`src/rtl/maxpool2x2.sv`:
```
// rtl/maxpool2x2.sv - 2x2 stride-2 signed max-pool over parallel per-channel feature beats
module maxpool2x2 #(
   parameter int NUM_CH     = 6,
   parameter int DATA_WIDTH = 16,
   parameter int IN_WIDTH   = 24,
   parameter int IN_HEIGHT  = 24
) (
   input  logic                         clk,
   input  logic                         rst,
   input  logic                         i_valid,
   input  logic signed [DATA_WIDTH-1:0] i_features [NUM_CH],
   output logic                         o_valid,
   output logic signed [DATA_WIDTH-1:0] o_features [NUM_CH],
   output logic                         o_last
);

   localparam int HALF_W = IN_WIDTH / 2;
   localparam int HW     = (HALF_W > 1) ? $clog2(HALF_W) : 1;
   localparam int CW     = HW + 1;
   localparam int RW     = (IN_HEIGHT > 1) ? $clog2(IN_HEIGHT) : 1;

   localparam logic [CW-1:0] COL_LAST = CW'(IN_WIDTH - 1);
   localparam logic [RW-1:0] ROW_LAST = RW'(IN_HEIGHT - 1);

   typedef enum logic {EVEN_ROW, ODD_ROW} phase_t;

   phase_t                         state_q, state_d;
   logic [CW-1:0]                  col_q, col_d;
   logic [RW-1:0]                  row_q, row_d;
   logic signed [DATA_WIDTH-1:0]   h_q [NUM_CH];
   logic signed [DATA_WIDTH-1:0]   h_d [NUM_CH];
   logic                           o_valid_q, o_valid_d;
   logic                           o_last_q, o_last_d;
   logic signed [DATA_WIDTH-1:0]   o_feat_q [NUM_CH];
   logic signed [DATA_WIDTH-1:0]   o_feat_d [NUM_CH];
   logic signed [DATA_WIDTH-1:0]   rb_q [NUM_CH][HALF_W];
   logic signed [DATA_WIDTH-1:0]   pair [NUM_CH];
   logic                           rb_we;
   logic [HW-1:0]                  half_col;
   logic                           col_last, row_last;

   assign half_col = col_q[CW-1:1];
   assign col_last = (col_q == COL_LAST);
   assign row_last = (row_q == ROW_LAST);

   // Horizontal max of the held even-column pixel and the current odd-column pixel.
   always_comb begin
      for (int ch = 0; ch < NUM_CH; ch++) begin
         pair[ch] = (i_features[ch] > h_q[ch]) ? i_features[ch] : h_q[ch];
      end
   end

   always_comb begin
      state_d   = state_q;
      col_d     = col_q;
      row_d     = row_q;
      h_d       = h_q;
      o_valid_d = 1'b0;
      o_last_d  = 1'b0;
      o_feat_d  = o_feat_q;
      rb_we     = 1'b0;
      if (i_valid) begin
         if (col_last) begin
            col_d   = '0;
            state_d = (state_q == EVEN_ROW) ? ODD_ROW : EVEN_ROW;
            row_d   = row_last ? '0 : row_q + RW'(1);
         end else begin
            col_d = col_q + CW'(1);
         end
         if (!col_q[0]) begin
            h_d = i_features;
         end else if (state_q == EVEN_ROW) begin
            rb_we = 1'b1;
         end else begin
            o_valid_d = 1'b1;
            o_last_d  = row_last && col_last;
            for (int ch = 0; ch < NUM_CH; ch++) begin
               o_feat_d[ch] = (rb_q[ch][half_col] > pair[ch]) ? rb_q[ch][half_col] : pair[ch];
            end
         end
      end
   end

   always_ff @(posedge clk or posedge rst) begin
      if (rst) begin
         state_q   <= EVEN_ROW;
         col_q     <= '0;
         row_q     <= '0;
         o_valid_q <= 1'b0;
         o_last_q  <= 1'b0;
         for (int ch = 0; ch < NUM_CH; ch++) begin
            h_q[ch]      <= '0;
            o_feat_q[ch] <= '0;
         end
      end else begin
         state_q   <= state_d;
         col_q     <= col_d;
         row_q     <= row_d;
         o_valid_q <= o_valid_d;
         o_last_q  <= o_last_d;
         h_q       <= h_d;
         o_feat_q  <= o_feat_d;
      end
   end

   // Row buffer needs no reset: each entry is written on an even row before its odd-row read.
   always_ff @(posedge clk) begin
      if (rb_we) begin
         for (int ch = 0; ch < NUM_CH; ch++) begin
            rb_q[ch][half_col] <= pair[ch];
         end
      end
   end

   assign o_valid    = o_valid_q;
   assign o_last     = o_last_q;
   assign o_features = o_feat_q;

endmodule

```
`config.mk`:
```
export PLATFORM = sky130hd
export DESIGN_NAME = maxpool2x2
export DESIGN_NICKNAME = d
export VERILOG_FILES = /design/src/rtl/maxpool2x2.sv
export SDC_FILE = /design/constraint.sdc
export NUM_CORES = 2
export LEC_CHECK = 0
export CORE_MARGIN = 3
export CORE_UTILIZATION = 60
export DETAILED_ROUTE_END_ITERATION = 12
export PLACE_DENSITY = 0.77
export SYNTH_ARGS = -nofsm -noshare
export SYNTH_HDL_FRONTEND = slang
export SYNTH_SLANG_ARGS = --single-unit
```
`constraint.sdc`:
```
create_clock -name clk -period 11.5 [get_ports clk]
set_input_delay 2.3 -clock clk [delete_from_list [all_inputs] [get_ports clk]]
set_output_delay 2.3 -clock clk [all_outputs]
set_load 0.01 [all_outputs]
```
Word-level counts from Yosys, hierarchy flattened
Memories as Yosys holds them, arrays and structs flattened.
Index checks and enable logic that the tools add are counted.
{"block": "totals", "reg_bits": 205, "ram_bits": 1152, "inputBits": 99, "output_inout_bits": 98, "wordCells": 88, "mem_count": 1}
{"memory": "rb_q", "words": 6, "word_bits": 192, "read_ports": 6, "rd_ports_with_merged_regs": 0, "wr": 6, "line": "36", "rtl": "logic signed [DATA_WIDTH-1:0] rb_q [NUM_CH][HALF_W];"}
{"block": "op_classes", "n_addsub": 2, "n_lt_le_gt_ge": 14, "n_eq_ne": 2, "muxes": 45, "bitwise": 2, "n_reduce_logical": 5}
{"cell": "$mux 16", "count": 25}
{"cell": "$bmux 16 s4", "count": 6}
{"cell": "$gt 16x16->1", "count": 12}
{"cell": "$mux 192", "count": 1}
{"cell": "$demux 16 s4", "count": 1}
{"cell": "$add 5x1->5 const B", "count": 2}
{"cell": "$eq 5x5->1 const B", "count": 2}
{"cell": "$mux 1", "count": 10}
{"cell": "$mux 5", "count": 2}
{"cell": "$ge 5x5->1 const B", "count": 1}
{"cell": "$lt 5x1->1 const B", "count": 1}
{"cell": "$not 4->5", "count": 1}
{"cell": "$reduce_and 2->1", "count": 2}
{"cell": "$reduce_and 3->1", "count": 1}
{"cell": "$logic_and 1x1->1", "count": 2}
{"cell": "$not 1->1", "count": 1}

Logic depth before layout (Yosys ltp)
{"block": "logic_depth", "word_depth": 6, "depth_mapped": 21, "depth_no_buf": 17}

Worst setup path after synthesis
No wires, ideal clock.
{"block": "synth_timing", "kind": "input -> register", "startpoint": "input port i_valid", "endpoint": "memory rb_q[0][160] (netlist bit), enable pin", "setup_ns": 0.668, "arrival_ns": 9.385, "required_time_ns": 10.832, "path_slack_ns": 1.446, "cell_stages": 5, "n_path_buf": 1, "path_cell_list": "clkbuf_1 > nand3b_1 > nor2_1 > nand2_1 > nor3_1"}
{"element": "from (decl)", "line": "10", "rtl": "input logic i_valid,"}
{"element": "to (decl)", "line": "36"}

Worst setup path after layout
{"block": "layout_timing", "startpoint": "input port i_features[63] (netlist bit)", "endpoint": "register o_feat_q, in the netlist o_features[60]"}
{"block": "layout_between", "elab_chain_len": 4}
{"element": "from (decl)", "line": "11", "rtl": "input logic signed [DATA_WIDTH-1:0] i_features [NUM_CH],"}
{"element": "$gt 16x16->1", "line": "49", "rtl": "pair[ch] = (i_features[ch] > h_q[ch]) ? i_features[ch] : h_q[ch];"}
{"element": "$mux 16 *", "line": "49"}
{"element": "$gt 16x16->1", "line": "78", "rtl": "o_feat_d[ch] = (rb_q[ch][half_col] > pair[ch]) ? rb_q[ch][half_col] : pair[ch];"}
{"element": "$mux 16 *", "line": "78"}
{"element": "to (signal assigned)", "line": "102", "rtl": "o_feat_q <= o_feat_d;"}
{"element": "to (decl)", "line": "34", "rtl": "logic signed [DATA_WIDTH-1:0] o_feat_q [NUM_CH];"}
Mark *: on every way between the ends. The rest lies on a longest branch, timed or not.
A chain may end at the register's enable or synchronous reset.

==> flow_summary.toml <==
[outcome]
run_status = "finished, final reports clean"

[die]
floorplan.die.width_um = 317
core-area_um2 = 95600
io_pins = 197
dieHeight_um = 317
row_count = 113
full_die_area_um2 = 101000
initial_core_util_pct = 60.8

[global_routing]
global_route_wire_length_before_repair_mm = 206
grt_start_max_net_pins = 176
grt_util_all_layers_pct = 27.5
first_global_vias = 33700
grt_overflow_total = 0
grt_antenna_before_repair = 0

[critical_path]
slack_of_the_worst_reg_to_reg_path_ps = 5320
setup.worst_path.end_class = "register"
critical_path.startpoint = "i_features[63]"
worstPathRequired_ps = 12150
reg2reg_from = "col_q[2]$_DFFE_PP0P_"
path_class = "in2reg"
worst-path-max-fanout = 17
timing.critical_path.from_type = "input pin"
cp_data_arrival_time_ps = 7870

[clock_tree]
cts_inserted_buffers = 135
tritoncts = "built"
clkLatencyLatePin_ps = 750
cts-root-to-sink-buffers = 3
clkSlewWorstSetupHoldPaths_ps = 60
post_cts_buffers = 0
clock_tree.root_cell = "clkbuf_16"
cts_htree_levels = 4
post_cts.resized_instances = 0
hold_fix_buffer_count_after_cts = 0
clock-sinks = 1357

[pwr]
p_per_area_nw_per_um2 = 236
p_leak_nw = 23.4
worst_ir_drop_vdd_mv = 0.258

[place]
gpl.final_weighted_congestion = 0.828
place_hpwl_mm = 75.1
dpl_worst_slack_ps = 3690
buffer_ports.inserted = 196

[final_layout]
layout-drive-gt1-share_pct = 15.2
antennaDiodeCount = 0
nNetsFinal = 4035
final.fill_count = 6205
syn_to_final_growth_pct = 13.1

[sta]
worstMarginPinSlew_ps = 1330
setup_viol = 0
clock_period_minus_final_worst_setup_slack_ps = 7210
timing.final.max_slew_violations = 0
grt_setup_unrepaired = "false"
fin_hold_ws_ps = 502
slew_headroom_pct = 11.0
final.setup_skew_ps = 23.9
fmaxAchievable_mhz = 139
final.period_utilization_pct = 62.7
setup_ws_ps = 4290
final.setup.tns_ps = 0
finalHoldViolCount = 0

[hold_path]
start_point_of_the_worst_min_delay_path = "o_features[57]$_DFFE_PP0P_"
hp-class = "reg2reg"

[synth]
synth_enable_flop_cells = 1152
synthesis.nets = 3828
synth_simple_gate_area_share_pct = 4.82
synth_largest_type_area_fraction_pct = 59.5
postSynthRegisterBits = 1357
portion_of_the_post_synthesis_area_used_by_sequential_elements_pct = 68.3
compound_gate_portion_of_the_synthesized_area_pct = 5.52
synth_xor_xnor_area_share_pct = 0.0452
synth_async_sr_flop_share_pct = 15.1
synth.avg_cell_area_um2 = 16.4
cells_after_synth = 3535
synth_top_family_by_area = "multiplexers"
post_synth_instance_area_um2 = 58100
yosys_most_used_dff = "edfxtp_1"
synth.mux.area_fraction_pct = 14.4
synth_adder_area_share_pct = 4.18
synth_top_cell_by_area = "edfxtp_1"
synth.top_cells.by_area = "edfxtp_1, mux4_2, dfrtp_1"
yosysWarnings = 0
synth_cell_type_count = 65

[drt]
vias = 32800
via_per_inst = 6.41
wl_mm = 135
remaining_drc_errors = 0
drt-pass1-iter-count = 5
drtAntennaViolNets = 0
detailedRoute.firstIterationViolations = 3892
detail_route.wl_per_cell_um = 26.5

[run]
maxCapViolations = 0
==> cells in the mapped netlist (4+ instances only) <==
master	n
nand2_1	367
or4_1	4
a31o_2	4
o211ai_1	89
o31a_1	16
buf_1	14
mux2i_2	10
nand4_1	38
nor2b_1	17
and3_1	16
ha_1	194
inv_1	204
nand2b_1	8
mux4_2	288
mux2i_1	165
nor2_1	45
a21oi_1	87
or2_2	5
o21ai_0	208
o31ai_1	18
nand4b_1	18
buf_6	4
nand3_1	77
edfxtp_1	1152
nor3_1	10
nor4_1	4
dfrtp_1	205
mux2_2	7
buf_2	40
o2111ai_1	16
clkbuf_1	117
o21a_1	8
a21o_1	26
==> flip-flops by register name, summed over array words and instances, names as in the netlist <==
register    flops
col_q           5
h_q            96
row_q           5
o_last          1
o_valid         1
rb_q         1152
o_features     96
state_q         1
==> worst paths after layout <==
check | endpoint | cells past startpoint
min in group asynchronous | h_q[58]$_DFFE_PP0P_ | 2
max in group asynchronous | col_q[1]$_DFFE_PP0P_ | 3
min reg2reg | o_features[57]$_DFFE_PP0P_ | 2
min | o_features[57]$_DFFE_PP0P_ | 2
max | o_features[60]$_DFFE_PP0P_ | 15
max reg2reg | o_features[82]$_DFFE_PP0P_ | 12
==> critical path: stages <==
cell and delay [ps]:
clkdlybuf4s50_1 480, ha_1 380, nand4_1 150, nor4_1 440, o21ai_0 220, nand3_1 130, o311a_1 790, mux2i_1 520
ha_1 340, nand4_1 140, nor3_1 80, a211oi_1 330, nand4b_1 700, a31o_2 630, o211ai_1 230
==> cell type report <==
cell class	count	area (um^2)	share of cell area (%)
flip-flops and latches	1357	39700	60.5
multi-input cells	1795	17000	25.8
clock buffers	184	3760	5.72
repair buffers	249	2400	3.65
well taps	1265	1580	2.41
inverters	204	776	1.18
clock inverters	62	493	0.750
==> power by group <==
part	switching, mW	total (mW)	leakage (nW)	internal, mW
clock network	1.82	4.25	2.08	2.43
logic	2.91	4.92	8.21	2.02
registers	0.322	6.36	13.1	6.04
total	5.05	15.5	23.4	10.5
==> logic make-up (layout without fill, tap and decap cells) <==
logic type / count (synthesis) / in the layout
XOR/XNOR: 3 / 3
AO/OA/AOI/OAI: 507 / 507
multiplexers: 472 / 472
AND/OR/NAND/NOR: 619 / 619
adder cells (fa/ha/maj): 194 / 194
flip-flops: 1357 / 1357
buffers and inverters: 383 / 699
==> routing by layer <==
layer	GRT usage, %	vias to the layer above	wire (um)
met2	43.5	1657	65700
met4	8.68	0	3480
met1	39.7	16700	54500
met3	4.95	230	11700
li1	-	14200	-
met5	0	-	0
==> stage by stage <==
step	power [mW]	cell area, um^2	cells	util (%)
finish	15.5	65700	5116	68.8
floorplan	9.79	58100	3535	-
global placement	11.2	61500	4870	64.3
CTS	15.6	65700	5116	68.8
global route	16.3	65700	5116	68.8
detailed placement	11.3	61500	4870	64.3
==> cell usage in the layout, fill, tap and decap left out, drive strengths merged, types with 26 or more instances in the layout <==
| master | netlist | layout |
|---|---|---|
| o211ai | 89 | 89 |
| inv | 204 | 212 |
| a21oi | 87 | 87 |
| o21ai | 208 | 208 |
| mux2i | 177 | 177 |
| dfrtp | 205 | 205 |
| clkbuf | 117 | 184 |
| ha | 194 | 194 |
| clkdlybuf4s50 | 0 | 196 |
| nand4 | 38 | 38 |
| nand2 | 367 | 367 |
| nor2 | 45 | 45 |
| a21o | 26 | 26 |
| edfxtp | 1152 | 1152 |
| clkinv | 0 | 46 |
| buf | 62 | 53 |
| nand3 | 77 | 77 |
| mux4 | 288 | 288 |
Power figures use the tool's default switching activity.
